$ cat config.mk
export PLATFORM = sky130hd
export DESIGN_NAME = fb_arbiter
export DESIGN_NICKNAME = d
export VERILOG_FILES = /design/src/rtl/fb_arbiter.sv
export SDC_FILE = /design/constraint.sdc
export NUM_CORES = 1
export LEC_CHECK = 0
export CORE_MARGIN = 1.5
export CORE_UTILIZATION = 25
export CTS_CLUSTER_SIZE = 12
export DETAILED_ROUTE_END_ITERATION = 6
export PLACE_DENSITY = 0.69
export SETUP_SLACK_MARGIN = 0.02
export SLEW_MARGIN = 0
export SYNTH_ARGS = -nofsm -noshare
export SYNTH_HDL_FRONTEND = slang
export SYNTH_SLANG_ARGS = --single-unit
$ cat constraint.sdc
create_clock -name clk -period 2.4 [get_ports clk]
set_input_delay 0.36 -clock clk [delete_from_list [all_inputs] [get_ports clk]]
set_output_delay 0.36 -clock clk [all_outputs]
set_load 0.005 [all_outputs]
$ cat src/rtl/fb_arbiter.sv
// fb_arbiter: shares one single-port framebuffer RAM between video scan-out (absolute priority) and a CPU port.
// Latency: video pixel valid 2 cycles after vid_req; CPU write ack 1 cycle and CPU read ack 2 cycles after issue.
// Backpressure: video never stalls; the CPU holds cpu_req while video owns the port, and cpu_wait_cnt counts the stall.
// Build option: define FB_ARB_POSTED_WRITE_EN to add a one-entry posted write buffer for CPU writes.
module fb_arbiter #(
    parameter int FB_WORDS = 64000
) (
    input  logic        clk,
    input  logic        reset,
    input  logic        vid_req,
    input  logic [15:0] vid_addr,
    output logic [23:0] vid_data,
    output logic        vid_valid,
    input  logic        cpu_req,
    input  logic        cpu_we,
    input  logic [15:0] cpu_addr,
    input  logic [23:0] cpu_wdata,
    output logic [23:0] cpu_rdata,
    output logic        cpu_ack,
    output logic [7:0]  cpu_wait_cnt,
    output logic [15:0] mem_addr,
    output logic        mem_we,
    output logic [23:0] mem_wdata,
    input  logic [23:0] mem_rdata
);

    localparam logic [1:0] IDLE    = 2'd0;
    localparam logic [1:0] RD_WAIT = 2'd1;
    localparam logic [1:0] RD_DONE = 2'd2;
    localparam logic [1:0] WR_DONE = 2'd3;

    // One bit wider than the address so FB_WORDS up to 65536 compares correctly.
    localparam logic [16:0] FB_LIMIT = 17'(FB_WORDS);

    logic [1:0]  state_q, state_d;
    logic        vid_p1_q, vid_p1_d;
    logic        vid_valid_q, vid_valid_d;
    logic [23:0] vid_data_q, vid_data_d;
    logic [23:0] cpu_rdata_q, cpu_rdata_d;
    logic        rd_oor_q, rd_oor_d;
    logic [7:0]  wait_cnt_q, wait_cnt_d;

    logic idle;
    logic done;
    logic cpu_in_range;
    logic cpu_issue;
    logic cpu_mem_go;

    assign idle         = (state_q == IDLE);
    assign done         = (state_q == RD_DONE) || (state_q == WR_DONE);
    assign cpu_in_range = ({1'b0, cpu_addr} < FB_LIMIT);

`ifdef FB_ARB_POSTED_WRITE_EN
    logic        wbuf_vld_q, wbuf_vld_d;
    logic [15:0] wbuf_addr_q, wbuf_addr_d;
    logic [23:0] wbuf_dat_q, wbuf_dat_d;
    logic        drain;

    // The buffered write owns the first video-free IDLE cycle, ahead of any new CPU access.
    assign drain = idle && wbuf_vld_q && !vid_req;

    // With the buffer empty a write is captured even under video traffic; reads still need a free port.
    // Any access behind a full buffer waits so that it cannot overtake the buffered write.
    assign cpu_issue  = idle && cpu_req && !wbuf_vld_q && (cpu_we || !vid_req);

    // Only reads touch the RAM at issue time; writes go through the buffer.
    assign cpu_mem_go = cpu_issue && !cpu_we && cpu_in_range;

    // Memory port mux: video, then buffer drain, then a CPU read.
    always_comb begin
        mem_addr  = 16'd0;
        mem_we    = 1'b0;
        mem_wdata = 24'd0;
        if (!reset) begin
            if (vid_req) begin
                mem_addr = vid_addr;
            end else if (drain) begin
                mem_addr  = wbuf_addr_q;
                mem_we    = 1'b1;
                mem_wdata = wbuf_dat_q;
            end else if (cpu_mem_go) begin
                mem_addr = cpu_addr;
            end
        end
    end

    // Buffer fills on an in-range write capture and empties on drain; out-of-range writes are acked but dropped.
    always_comb begin
        wbuf_vld_d  = wbuf_vld_q;
        wbuf_addr_d = wbuf_addr_q;
        wbuf_dat_d  = wbuf_dat_q;
        if (drain) begin
            wbuf_vld_d = 1'b0;
        end else if (cpu_issue && cpu_we && cpu_in_range) begin
            wbuf_vld_d  = 1'b1;
            wbuf_addr_d = cpu_addr;
            wbuf_dat_d  = cpu_wdata;
        end
    end

    // Buffer registers; reset discards any pending write.
    always_ff @(posedge clk) begin
        if (reset) begin
            wbuf_vld_q  <= 1'b0;
            wbuf_addr_q <= 16'd0;
            wbuf_dat_q  <= 24'd0;
        end else begin
            wbuf_vld_q  <= wbuf_vld_d;
            wbuf_addr_q <= wbuf_addr_d;
            wbuf_dat_q  <= wbuf_dat_d;
        end
    end
`else
    // The CPU gets the port only in IDLE and only when video is not using it.
    assign cpu_issue  = idle && cpu_req && !vid_req;

    // Out-of-range accesses complete through the FSM but never reach the RAM.
    assign cpu_mem_go = cpu_issue && cpu_in_range;

    // Memory port mux: video first, then the CPU; an idle port drives all zeros.
    always_comb begin
        mem_addr  = 16'd0;
        mem_we    = 1'b0;
        mem_wdata = 24'd0;
        if (!reset) begin
            if (vid_req) begin
                mem_addr = vid_addr;
            end else if (cpu_mem_go) begin
                mem_addr  = cpu_addr;
                mem_we    = cpu_we;
                mem_wdata = cpu_we ? cpu_wdata : 24'd0;
            end
        end
    end
`endif

    // CPU FSM, read-data capture and wait counter.
    always_comb begin
        state_d     = state_q;
        cpu_rdata_d = cpu_rdata_q;
        rd_oor_d    = rd_oor_q;
        wait_cnt_d  = wait_cnt_q;

        case (state_q)
            IDLE: begin
                if (cpu_issue) begin
                    state_d  = cpu_we ? WR_DONE : RD_WAIT;
                    rd_oor_d = !cpu_in_range;
                end
            end
            RD_WAIT: begin
                // RAM output belongs to the CPU read this cycle; later video reads cannot touch cpu_rdata.
                cpu_rdata_d = rd_oor_q ? 24'd0 : mem_rdata;
                state_d     = RD_DONE;
            end
            RD_DONE: state_d = IDLE;
            WR_DONE: state_d = IDLE;
            default: state_d = IDLE;
        endcase

        if (done) begin
            wait_cnt_d = 8'd0;
        end else if (idle && cpu_req && !cpu_issue && (wait_cnt_q != 8'hFF)) begin
            wait_cnt_d = wait_cnt_q + 8'd1;
        end
    end

    // Video read pipeline: address in t, RAM data in t+1, registered pixel visible in t+2.
    always_comb begin
        vid_p1_d    = vid_req;
        vid_valid_d = vid_p1_q;
        vid_data_d  = vid_p1_q ? mem_rdata : vid_data_q;
    end

    // State registers with synchronous reset; reset abandons any CPU transaction in flight.
    always_ff @(posedge clk) begin
        if (reset) begin
            state_q     <= IDLE;
            vid_p1_q    <= 1'b0;
            vid_valid_q <= 1'b0;
            vid_data_q  <= 24'd0;
            cpu_rdata_q <= 24'd0;
            rd_oor_q    <= 1'b0;
            wait_cnt_q  <= 8'd0;
        end else begin
            state_q     <= state_d;
            vid_p1_q    <= vid_p1_d;
            vid_valid_q <= vid_valid_d;
            vid_data_q  <= vid_data_d;
            cpu_rdata_q <= cpu_rdata_d;
            rd_oor_q    <= rd_oor_d;
            wait_cnt_q  <= wait_cnt_d;
        end
    end

    assign vid_data     = vid_data_q;
    assign vid_valid    = vid_valid_q;
    assign cpu_rdata    = cpu_rdata_q;
    assign cpu_ack      = done && !reset;
    assign cpu_wait_cnt = wait_cnt_q;

endmodule

==> impl_summary.txt <==
----------------------------------------------------
[Outcome]
  Outcome ... complete, no violations

[GRT]
  Antenna violations before repair ... 2
  Global-route wire length before repair ... around 14000 um
  Final global-route overflow total ... 0
  Combined global-route utilization of all metal layers ... 15.9%
  Via count of the first global-routing pass ... roughly 2800
  Largest net degree at the start of global routing ... 42

[Timing]
  Max Slew Vio Count ... 0
  Count of final setup violators ... 0
  Least-Margin Pin Slew ... 445 ps
  Clock period minus worst slack ... 2400 ps
  Total count of hold-check failures in the final report ... 0
  Maximum clock skew at final layout ... 10.7 ps
  Max Freq ... 0.417 GHz
  Slew headroom ... roughly 70%
  Unrepaired setup endpoints after global routing ... yes
  Sum of negative setup slack ... 0 ps
  Worst hold margin ... 360 ps
  Portion of the clock cycle consumed by the worst path in the final layout ... 99.9%

[Logic synthesis]
  Cell types with the largest area share after synthesis ... dfxtp_1, a22o_1, mux2i_1, and3_1, nor2_1
  Sequential area share after synthesis ... a little under half
  Portion of synthesized cell area occupied by the leading cell type ... 48.0%
  Count of warnings emitted by yosys ... 0
  Flip-flop and latch count after synthesis ... 61
  Most common flop cell mapped by yosys ... dfxtp_1
  FFs w/ async S/R, synth ... 0%
  Number of unique standard cell types used by synthesis ... 31
  Cell taking the most area after synthesis ... dfxtp_1
  Synthesized area divided by synthesized cell count ... 10.1 um^2
  Gate count after technology mapping ... 252
  Number of enable flip-flop cells after synthesis ... 0
  Post-Syn Area ... around 2500 um^2
  Synth cell count leaders ... dfxtp_1, a22o_1, nor2_1
  Syn_nets ... 338
  Most frequent cell after synthesis ... dfxtp_1

[Final layout]
  Ratio of cells with drive above 1 in the final layout ... approximately 14%
  Nets@finish ... 537
  Area added between synthesis and finish ... 88.4%
  Post-route cell area ... about 4800 um^2

[Critical path]
  Type of destination of the critical path ... output pin
  Path type of the worst setup path ... input pin to output pin
  Largest fanout of any net on the critical path ... 4
  Worst Setup Start Kind ... input pin
  Required time reported for the critical path endpoint ... 2040 ps
  WP data arrival ... about 2000 ps

[Place]
  Routability Congestion ... around 0.72
  Half-perimeter wire length after placement ... around 6400 um
  Post-DP Area ... 4560 um^2
  Port Buffers ... 183

[Flow run]
  Max-capacitance violation count ... 0

[CTS]
  CTS clock-pin slew for the worst setup and hold paths ... roughly 70 ps
  Root Buffer ... clkbuf_8
  Buffer levels on the longest clock path ... 2
  H-tree levels ... 3
  Num CTS Buffers ... 9
  CTS tree ... yes
  Number of sinks driven by the clock tree ... 61
  Clk_lat worst skew ... 320 ps

[Route]
  Detailed Routing Iterations Pass 1 ... 4
  Routed length per instance ... 15.1 um
  Total via count in the routed design ... 2712
  ANT nets after route ... 0
  Via-per-instance ratio ... 4.59
  Drt drc ... 0
  Initial detailed-routing violation count ... 84
  Total wire length after detailed routing ... approximately 8900 um

[Pwr]
  Peak supply drop ... 0.259 mV
  Final total power ... approximately 2.4 mW
  Leakage ... 2.16 nW
  Power per Cell Area ... 500 nW/um^2

[Floorplan]
  Width of the chip ... 104 um
  Initial Util ... 25.9%
  Core outline area ... about 10000 um^2
  Number of rows in the core area ... 36
  Vert. Die Dim ... between 100 and 150 um
  I/O pins ... ~180
  Floorplan die area ... 10800 um^2

[Worst hold path]
  Worst min path class ... input pin to register

----------------------------------------------------
stage by stage:
stage               std cells  util, %  setup slack [ps]
CTS                       580     48.0              -175
global placement          563     46.4              -180
floorplan                 252        -               641
global route              591     48.9             -73.6
finish                    591     48.9              1.92
detailed placement        563     46.4              -206
cell type report:
| cell class | count | area (um^2) |
|---|---|---|
| Clock inverter | 4 | 47.5 |
| Timing Repair Buffer | 207 | 1990 |
| Antenna cell | 2 | 5.00 |
| Tap cell | 133 | 166 |
| Multi-Input combinational cell | 171 | 1220 |
| Clock buffer | 12 | 145 |
| Fill cell | 970 | 5020 |
| Sequential cell | 61 | 1220 |
| Inverter | 1 | 3.75 |
report_power, final:
part / total [mW] / switching (mW) / internal, mW / leakage (nW)
registers: 1.07 / 0.0213 / 1.05 / 0.497
logic: 0.433 / 0.153 / 0.280 / 1.57
clock network: 0.892 / 0.386 / 0.506 / 0.0964
total: 2.40 / 0.560 / 1.84 / 2.16
cell usage in the layout, fill, tap and decap left out, drive strengths merged, types with 2 or more instances in the layout:
| cell | Yosys | layout |
|---|---|---|
| clkdlybuf4s50 | 0 | 135 |
| dfxtp | 61 | 61 |
| a22o | 36 | 36 |
| nor2 | 34 | 34 |
| clkbuf | 9 | 33 |
| and3 | 26 | 26 |
| mux2i | 25 | 25 |
| buf | 10 | 21 |
| dlygate4sd2 | 0 | 19 |
| dlymetal6s2s | 0 | 10 |
| a21oi | 7 | 7 |
| nand3b | 5 | 5 |
| nand2 | 5 | 5 |
| xor2 | 5 | 5 |
| o21ai | 4 | 4 |
| nor2b | 3 | 3 |
| nand3 | 3 | 3 |
| diode | 0 | 2 |
| and2 | 2 | 2 |
| nand4 | 2 | 2 |
| or3 | 2 | 2 |
| clkinv | 0 | 2 |
| o211ai | 2 | 2 |
registers in the layout, indices dropped and copies added (netlist names):
| register | count |
|---|---|
| cpu_rdata | 24 |
| vid_data | 24 |
| cpu_wait_cnt | 8 |
| state_q | 2 |
| rd_oor_q | 1 |
| vid_p1_q | 1 |
| vid_valid | 1 |
worst max-delay path, stage by stage:
cell and delay (ps):
clkdlybuf4s50_1 490, and4_4 240, a211oi_4 80, buf_12 140, buf_4 130, buf_4 130, buf_4 130, a22o_1 190
dlymetal6s2s_1 140
final timing paths:
| path | startpoint | to | slack [ps] | cells past startpoint |
|---|---|---|---|---|
| max | cpu_addr[15] | mem_addr[1] | 2 | 9 |
| min reg2reg | cpu_rdata[0] | cpu_rdata[0] | 460 | 2 |
| max reg2reg | cpu_wait_cnt[0] | cpu_wait_cnt[1] | 880 | 5 |
| min | cpu_req | state_q[1] | 360 | 3 |
layer usage:
layer | global-route usage (%) | vias to the layer above | routed length (um)
li1 | - | 1312 | -
met1 | 17.4 | 1273 | 3530
met2 | 29.1 | 120 | 4630
met3 | 5.01 | 7 | 648
met4 | 4.56 | 0 | 108
met5 | 0 | - | 0
logic make-up after synthesis:
kind of cell | count (synthesis) | synth area share (%)
AO/OA/AOI/OAI | 52 | 17.0
XOR/XNOR | 5 | 1.72
adder cells (fa/ha/maj) | 1 | 0.491
buffers and inverters | 20 | 4.42
flip-flops | 61 | 48.0
multiplexers | 25 | 9.83
AND/OR/NAND/NOR | 88 | 18.6
timing repair:
action | CTS | global route
setup endpoints to repair | 41 | 11
gates resized for setup | 38 | 50
hold buffers | 0 | 0
buffers inserted | 1 | 6
cloned | 0 | 3
pin swaps | 4 | 2
Note: power is estimated with default switching activity, not from simulation.
